**config.mk**
```make
export PLATFORM = sky130hd
export DESIGN_NAME = pif_prefetch
export DESIGN_NICKNAME = d
export VERILOG_FILES = /design/src/rtl/pif_pkg.sv /design/src/rtl/fetch_fifo.sv /design/src/rtl/pif_prefetch.sv
export SDC_FILE = /design/constraint.sdc
export NUM_CORES = 1
export LEC_CHECK = 0
export BUFFER_PORTS_ARGS = -buffer_cell sky130_fd_sc_hd__buf_2
export CAP_MARGIN = 0
export CORE_ASPECT_RATIO = 1.75
export CORE_UTILIZATION = 50
export CTS_BUF_LIST = sky130_fd_sc_hd__clkbuf_16
export CTS_CLUSTER_DIAMETER = 150
export CTS_CLUSTER_SIZE = 12
export DETAILED_ROUTE_END_ITERATION = 8
export HOLD_SLACK_MARGIN = 0.15
export PLACE_DENSITY_LB_ADDON = 0.08
export SLEW_MARGIN = 20
export SYNTH_ARGS = -nofsm -noshare
export SYNTH_HDL_FRONTEND = slang
export SYNTH_SLANG_ARGS = --single-unit
```
**constraint.sdc**
```tcl
create_clock -name clk -period 3.72 [get_ports clk]
set_clock_uncertainty 0.05 [all_clocks]
set_input_delay 0.186 -clock clk [delete_from_list [all_inputs] [get_ports clk]]
set_output_delay 0.186 -clock clk [all_outputs]
set_load 0.05 [all_outputs]
```
**src/rtl/pif_pkg.sv**
```systemverilog
// Shared constants and sizing helpers for the prefetch stage.
package pif_pkg;

  localparam int INST_BYTES = 4;

  // Bits needed to hold any value in 0..max_val.
  function automatic int cnt_w(input int max_val);
    return (max_val < 1) ? 1 : $clog2(max_val + 1);
  endfunction

  // Bits needed to index a power-of-two storage array.
  function automatic int ptr_w(input int depth);
    return (depth < 2) ? 1 : $clog2(depth);
  endfunction

  // A FIFO entry is packed as {pc, inst}.
  function automatic int entry_w(input int xlen);
    return 2 * xlen;
  endfunction

  typedef struct packed {
    logic [31:0] pc;
    logic [31:0] inst;
  } fetch_entry32_t;

endpackage

```
**src/rtl/fetch_fifo.sv**
```systemverilog
// DEPTH-entry synchronous FIFO; flush wins over push, push+pop honoured at full.
module fetch_fifo
  import pif_pkg::*;
#(
  parameter int W     = 64,
  parameter int DEPTH = 4,
  parameter int CW    = cnt_w(DEPTH)
) (
  input  logic          clk,
  input  logic          rst,
  input  logic          push,
  input  logic          pop,
  input  logic          flush,
  input  logic [W-1:0]  din,
  output logic [W-1:0]  dout,
  output logic          full,
  output logic          empty,
  output logic [CW-1:0] count
);

  localparam int PW = ptr_w(DEPTH);

  logic [W-1:0]  mem [DEPTH];
  logic [PW-1:0] wr_ptr;
  logic [PW-1:0] rd_ptr;
  logic          do_push;
  logic          do_pop;

  assign full    = (count == CW'(DEPTH));
  assign empty   = (count == '0);
  assign do_pop  = pop && !empty;
  assign do_push = push && !flush && (!full || do_pop);
  assign dout    = mem[rd_ptr];

  // Pointer and occupancy bookkeeping.
  always_ff @(posedge clk or negedge rst) begin
    if (!rst) begin
      wr_ptr <= '0;
      rd_ptr <= '0;
      count  <= '0;
    end else if (flush) begin
      wr_ptr <= '0;
      rd_ptr <= '0;
      count  <= '0;
    end else begin
      if (do_push) wr_ptr <= wr_ptr + PW'(1);
      if (do_pop)  rd_ptr <= rd_ptr + PW'(1);
      count <= count + CW'(do_push) - CW'(do_pop);
    end
  end

  // Entry storage; contents are don't-care until pointed at, so no reset.
  always_ff @(posedge clk) begin
    if (do_push) mem[wr_ptr] <= din;
  end

endmodule

```
**src/rtl/pif_prefetch.sv**
```systemverilog
// Instruction prefetch stage: credit-limited memory requests feeding a
// {pc, inst} FIFO towards decode, with redirect flush and stale-response drop.
module pif_prefetch
  import pif_pkg::*;
#(
  parameter int              XLEN            = 32,
  parameter int              DEPTH           = 4,
  parameter int              MAX_OUTSTANDING = 2,
  parameter logic [XLEN-1:0] RESET_PC        = '0
) (
  input  logic            clk,
  input  logic            rst,
  input  logic            jump_en,
  input  logic [XLEN-1:0] jump_addr,
  output logic            mem_req_valid,
  input  logic            mem_req_ready,
  output logic [XLEN-1:0] mem_req_addr,
  input  logic            mem_resp_valid,
  input  logic [XLEN-1:0] mem_resp_data,
  output logic            out_valid,
  input  logic            out_ready,
  output logic [XLEN-1:0] out_inst,
  output logic [XLEN-1:0] out_pc,
  output logic            resp_err
);

  localparam int OW = cnt_w(MAX_OUTSTANDING);
  localparam int CW = cnt_w(DEPTH);
  localparam int SW = ((OW > CW) ? OW : CW) + 1;
  localparam int EW = entry_w(XLEN);

  logic [XLEN-1:0] fetch_pc;
  logic [XLEN-1:0] resp_pc;
  logic [OW-1:0]   outstanding;
  logic [OW-1:0]   drop_cnt;
  logic [CW-1:0]   fifo_count;
  logic            fifo_full;
  logic            fifo_empty;
  logic [EW-1:0]   head;
  logic [SW-1:0]   in_use;
  logic            req_fire;
  logic            resp_ok;
  logic            resp_drop;
  logic            push;
  logic            pop;

  // Every in-flight request holds a FIFO slot, so responses always have room.
  assign in_use        = SW'(outstanding) + SW'(fifo_count);
  assign mem_req_valid = rst && !jump_en && !fifo_full &&
                         (in_use < SW'(DEPTH)) &&
                         (outstanding < OW'(MAX_OUTSTANDING));
  assign mem_req_addr  = fetch_pc;
  assign req_fire      = mem_req_valid && mem_req_ready;

  assign resp_ok   = mem_resp_valid && (outstanding != '0);
  assign resp_drop = resp_ok && (drop_cnt != '0);
  assign push      = resp_ok && !resp_drop && !jump_en;
  assign pop       = out_valid && out_ready && !jump_en;

  assign out_valid = !fifo_empty;
  assign out_pc    = head[EW-1:XLEN];
  assign out_inst  = head[XLEN-1:0];

  fetch_fifo #(
    .W     (EW),
    .DEPTH (DEPTH),
    .CW    (CW)
  ) u_fifo (
    .clk   (clk),
    .rst   (rst),
    .push  (push),
    .pop   (pop),
    .flush (jump_en),
    .din   ({resp_pc, mem_resp_data}),
    .dout  (head),
    .full  (fifo_full),
    .empty (fifo_empty),
    .count (fifo_count)
  );

  // Fetch/response PCs, in-flight and stale-response counters, error flag.
  always_ff @(posedge clk or negedge rst) begin
    if (!rst) begin
      fetch_pc    <= RESET_PC;
      resp_pc     <= RESET_PC;
      outstanding <= '0;
      drop_cnt    <= '0;
      resp_err    <= 1'b0;
    end else begin
      outstanding <= outstanding + OW'(req_fire) - OW'(resp_ok);
      if (mem_resp_valid && (outstanding == '0)) resp_err <= 1'b1;
      if (jump_en) begin
        fetch_pc <= jump_addr;
        resp_pc  <= jump_addr;
        // Whatever is still in flight after this cycle belongs to the old path.
        drop_cnt <= outstanding - OW'(resp_ok);
      end else begin
        if (req_fire)  fetch_pc <= fetch_pc + XLEN'(INST_BYTES);
        if (push)      resp_pc  <= resp_pc + XLEN'(INST_BYTES);
        if (resp_drop) drop_cnt <= drop_cnt - OW'(1);
      end
    end
  end

endmodule

```
# After elaboration in Yosys (flattened, before gate mapping)

Memory sizes are Yosys's and may differ from the RTL's.
Cells that the tools add are included.

Latch bits: 0
Word-level logic and storage cells: 65
Memories kept: 1
Register bits after elaboration: 76
Memory bits (writable): 256
Input bits: 70
Output and inout port bits: 99
ROM bits: 0

Memory list:

| memory     | words | width | rd ports | clocked after Yosys merged registers in | wr ports | line             | RTL |
|---|---|---|---|---|---|---|---|
| u_fifo.mem | 4     | 64    | 1        | 0                                       | 1        | fetch_fifo.sv:23 | `logic [W-1:0] mem [DEPTH];` |

Add/subtract/negate cells: 11
Shift-type cells: 0
Mux-type cells: 13
Bitwise operators: 0
Equal/unequal tests: 1
$lt $le $gt $ge: 2
Reduce and logical (&&, ||, !) cells: 29
Div/mod/pow operators: 0
$mul: 0

Operators by type and width:

| operator                                                              | count |
|---|---|
| 32-bit two-way mux                                                    | 4 |
| 32-bit by 3-bit adder with 32-bit output (second input constant)      | 2 |
| 1-bit logical AND                                                     | 15 |
| 2-bit nonzero test                                                    | 7 |
| 2-bit two-way mux                                                     | 6 |
| 2-bit by 1-bit adder with 2-bit output (second input constant)        | 2 |
| 2-bit by 3-bit adder with 4-bit output                                | 1 |
| 1-bit logical NOT                                                     | 4 |
| 4-bit by 3-bit < comparator with 1-bit output (second input constant) | 1 |
| 2-bit by 1-bit subtractor with 2-bit output                           | 2 |
| 3-bit by 1-bit adder with 3-bit output                                | 1 |
| 3-bit == test (second input constant)                                 | 1 |
| 3-bit logical NOT                                                     | 1 |
| 3-bit two-way mux                                                     | 1 |
| 3-bit by 1-bit subtractor with 3-bit output                           | 1 |
| 2-bit by 1-bit adder with 2-bit output                                | 1 |
| 2-bit logical NOT                                                     | 1 |
| 2-bit < comparator (second input constant)                            | 1 |
| 1-bit two-way mux                                                     | 2 |
| 2-bit by 1-bit subtractor with 2-bit output (second input constant)   | 1 |
| 1-bit logical OR                                                      | 1 |

# Logic depth before layout (Yosys ltp)

Word-level depth: 11
Depth in mapped cells: 11
Gate-level depth less buffers: 10

# Modules after synthesis

Synthesis repeated with hierarchy kept, for this count alone.

Cell total of the unflattened synthesis: 821
Area total of the unflattened synthesis: 13658.1 um^2

By module, submodules not included:

| module       | cells each | seq. area each (um^2) | times used | area an instance (um^2) |
|---|---|---|---|---|
| fetch_fifo   | 382        | 7862.5                | 1          | 9690.5 |
| pif_prefetch | 439        | 1726.7                | 1          | 3967.6 |

# Worst setup path after synthesis

Ideal clock, no wire load.

Path type: register -> register
Start: register outstanding[1]
End: register fetch_pc[8] (netlist: mem_req_addr[8])
Clock period less this slack: 3560 ps
Stages on the path, launching flop included: 7
Path buffers: 0
Setup time: 70 ps
Slack: 160 ps
Required time: 3600 ps
Arrival: 3440 ps
Path through: dfrtp_1 > ha_1 > and3_1 > nor4_1 > nand2_1 > or4_1 > nand3_1

Cells in the longest elaborated chain, start to end: 6
Elaborated cells between the ends (all ways): 7
Classes of those cells: 1 x add/sub; 2 x order compare; 4 x reduce/logical

RTL lines:

| what                                          | line               | RTL |
|---|---|---|
| start: declaration                            | pif_prefetch.sv:34 | `logic [OW-1:0] outstanding;` |
| start signal: assignment                      | pif_prefetch.sv:90 | `outstanding <= outstanding + OW'(req_fire) - OW'(resp_ok);` |
| 2-bit by 3-bit adder with 4-bit output        | pif_prefetch.sv:48 | `assign in_use = SW'(outstanding) + SW'(fifo_count);` |
| 4-bit by 3-bit < comparator with 1-bit output | pif_prefetch.sv:50 | `(in_use < SW'(DEPTH)) &&` |
| 1-bit logical AND                             | pif_prefetch.sv:49 | `assign mem_req_valid = rst && !jump_en && !fifo_full &&` |
| 1-bit logical AND *                           | pif_prefetch.sv:50 |  |
| named net mem_req_valid                       | pif_prefetch.sv:15 | `output logic mem_req_valid,` |
| 1-bit logical AND *                           | pif_prefetch.sv:53 | `assign req_fire = mem_req_valid && mem_req_ready;` |
| 2-bit nonzero test (no line) *                | n/a                |  |
| end signal: assignment                        | pif_prefetch.sv:93 | `fetch_pc <= jump_addr;` |
| end signal: assignment                        | pif_prefetch.sv:98 | `if (req_fire) fetch_pc <= fetch_pc + XLEN'(INST_BYTES);` |
| end: declaration                              | pif_prefetch.sv:32 | `logic [XLEN-1:0] fetch_pc;` |

Mark *: on every way through the listed nets, which the timed path passes. The rest lies on a longest branch.
A chain may end at the register's enable or synchronous reset.

# Worst setup path after layout

Start: register u_fifo.rd_ptr[0]
End: output port out_pc[8]

Cells in the longest elaborated chain, start to end: 1

RTL lines:

| what                     | line               | RTL |
|---|---|---|
| start: declaration       | fetch_fifo.sv:25   | `logic [PW-1:0] rd_ptr;` |
| start signal: assignment | fetch_fifo.sv:47   | `if (do_pop) rd_ptr <= rd_ptr + PW'(1);` |
| memory read 4 x 64 bit   | n/a                |  |
| end: declaration         | pif_prefetch.sv:23 | `output logic [XLEN-1:0] out_pc,` |

No other way between the ends.

==> flow_summary.toml <==
[pwr]
total_power_uw = 9741
cellLeakagePower_uw = 0.005974
ir_worst_vdd_mv = 0.3768
power_per_cell_area_nw_per_um2 = 591.5

[timing]
tns_ns = 0
final_hold_violation_count = 0
grt_setup_unrepaired = "false"
max_freq_mhz = 363.7
period_needed_ns = 2.749
postLayoutSetupSlackWorst_ns = 0.9705
fin_worst_hold_slack_ns = 0.3095
timing_max_transition_violations_final = 0
report.final.setup_viol = 0
tightest_slew_ns = 0.9906
slew_headroom_pct = 33.72
final_period_util_pct = 73.91

[setup_path]
crit_chain = "buf_4 > mux4_2 > buf_2"
critical_path.n_buffers_inverters = 2
start_kind = "flip-flop"
timing.critical_path.max_delay_family = "flip-flops"
rrSetupSlack_ns = 1.07
setup_crit_path_kind = "reg2out"
cp_slowest_cell = "dfrtp_4"
setup.worst_path.end_class = "primary output"
worstPathRequired_ns = 3.48
data_arrival_time_of_the_worst_path_ns = 2.51
timing.critical_path.fanout_max = 24
critical_path.max_stage_delay_ns = 0.75

[cells_and_area]
area_growth_syn_to_layout_pct = 21.71
seq_area_sq_um = 9594
antenna_cells_inserted = 0
final.fill_count = 1988
layout_commonest_cell = "edfxtp_1"
layout-drive-gt1-share_pct = 28.41
final_cell_mix = "edfxtp_1, buf_2, dfrtp_1"
multi_input_combinational_cell_area_sq_um = 3720
fin_nets = 1145

[cts]
h-tree-depth = 1
cts-buffers-inserted = 31
ctsRootBufferMaster = "clkbuf_16"
clock_latency_ns = 0.55
ctsLongestPathBuffers = 3
cts_tree = "done"
clock-sinks = 332
clk_pin_slew_ns = 0.06

[grt]
grt_antenna_before_repair = 0
grt_util_all_layers_pct = 20.73
global_route.overflow_total = 0
met2_usage_pct = 38.14
use_met3_pct = 2.331
gr-max-usage-layer = "met2"
grt_pass1_vias = 8124
grt_start_max_net_pins = 59
grt_first_pass_wirelength_mm = 43.90
use_met1_pct = 25.06

[route]
drc = 0
drt_iter0_markers = 465
wirelength_mm = 28.14
route.antenna.remaining_nets = 0
routed_wire_length_per_instance_um = 19.98
firstDrtPassIters = 5
post_drt_via_cell_ratio = 5.588
num_vias = 7868

[yosys]
yosys_most_used_dff = "edfxtp_1"
number_of_synthesized_flops_with_an_enable_pin = 256
asyncSetResetFlopFracSynth_pct = 22.89
synthesis.instances = 806
ffs_latches_synth = 332
yosys.cell_types.count = 48
synthesis.area_sq_um = 13530
synth_sequential_area_ratio_pct = 70.87
yosysWarnings = 0
synthesis.area_per_instance_sq_um = 16.79
postSynthNetCount = 890

[die]
design.die.area_sq_um = 27750
die_h_um = 219.6
width_of_the_die_um = 126.4
start_util_pct = 50.89
std_cell_rows = 79
core-area_sq_um = 26590
num_io_pins = 169

[job]
drv_cap = 0

[hold_path]
min_path_type = "in2async"

[place]
buffer_ports.inserted = 168
gp_routability_congestion = 0.8185
dpl_worst_slack_ns = 1.040
dpl.hpwl_mm = 17.99

[run_status]
run_status = "complete, no violations"
## power by group
part	total, uW	internal [uW]	switching (uW)	leakage [uW]
logic	2430	842	1590	0.00223
clock network	2820	1560	1260	0.000524
registers	4480	4210	269	0.00322
total	9740	6610	3130	0.00597
## metrics by stage
stage / cell area (sq um) / instances / utilization (%)
final: 16470 / 1408 / 61.94
after global routing: 16470 / 1408 / 61.94
after CTS: 16470 / 1408 / 61.94
after detailed placement: 14850 / 1280 / 55.86
after global placement: 14850 / 1280 / 55.86
after floorplan: 13530 / 806 / -
## cell families (layout without fill, tap and decap cells)
logic type               after synthesis  count (layout)  share of synthesized area (%)
adder cells (fa/ha/maj)               14              14                          1.350
multiplexers                          82              82                          12.10
XOR/XNOR                              42              42                          2.719
buffers and inverters                 59             337                          1.711
AND/OR/NAND/NOR                      202             202                          7.860
flip-flops                           332             332                          70.87
AO/OA/AOI/OAI                         75              75                          3.385
## timing repair
| action | in CTS | in global routing |
|---|---|---|
| hold buffers | 72 | 0 |
| setup buffers | 0 | 0 |
| hold endpoints to repair | 277 | 0 |
| gates resized for setup | 0 | 0 |
## Yosys cell counts, types with 5 or more instances
cell	number	area, sq um
edfxtp_1	256	7687
dfrtp_1	76	1902
mux4_2	64	1441
nand2_1	58	217.7
nand3_1	37	185.2
o21ai_0	36	180.2
xnor2_1	27	236.5
inv_1	22	82.58
nor2_1	22	82.58
nand4_1	20	125.1
xor2_1	15	131.4
clkbuf_1	14	52.55
ha_1	13	162.7
mux2_2	13	146.4
nor4_1	13	81.33
buf_1	12	45.04
o211ai_1	11	82.58
a21oi_1	10	50.05
nor3_1	10	50.05
and3_1	9	56.30
buf_2	8	40.04
and2_1	6	37.54
or3_1	6	37.54
and4_1	5	43.79
mux2i_1	5	50.05
## worst paths after layout
| check | cells past startpoint | end | startpoint |
|---|---|---|---|
| worst max register to register | 6 | u_fifo.mem[2][56] | outstanding[1] |
| max in group asynchronous | 3 | u_fifo.rd_ptr[0] | rst |
| worst min register to register | 1 | resp_err | resp_err |
| min in group clk | 2 | u_fifo.mem[0][31] | mem_resp_data[31] |
| worst min-delay path | 3 | outstanding[1] | rst |
| worst max-delay path | 3 | out_pc[8] | u_fifo.rd_ptr[0] |
## metal layers
| metal | routed length, um | vias to the layer above |
|---|---|---|
| li1 | - | 3653 |
| met1 | 11430 | 3947 |
| met2 | 14940 | 224 |
| met3 | 1005 | 44 |
| met4 | 758 | 0 |
| met5 | 0 | - |
## sequential cells by signal, summed over array words and instances, names as in the netlist
register	cells
u_fifo.count	3
resp_err	1
mem_req_addr	32
drop_cnt	2
u_fifo.mem	256
resp_pc	32
u_fifo.wr_ptr	2
u_fifo.rd_ptr	2
outstanding	2
## layout make-up
class,count,area share [%]
Sequential cell,332,58.26
Timing Repair Buffer,256,10.68
Multi-Input combinational cell,415,22.59
Clock inverter,25,0.7294
Inverter,25,0.5698
Clock buffer,31,4.711
Tap cell,324,2.462
## worst min-delay path, stage by stage
cell and delay [ns]:
dlygate4sd3_1 0.53, buf_4 0.12, buf_4 0.59
(Power assumes the default switching activity.)
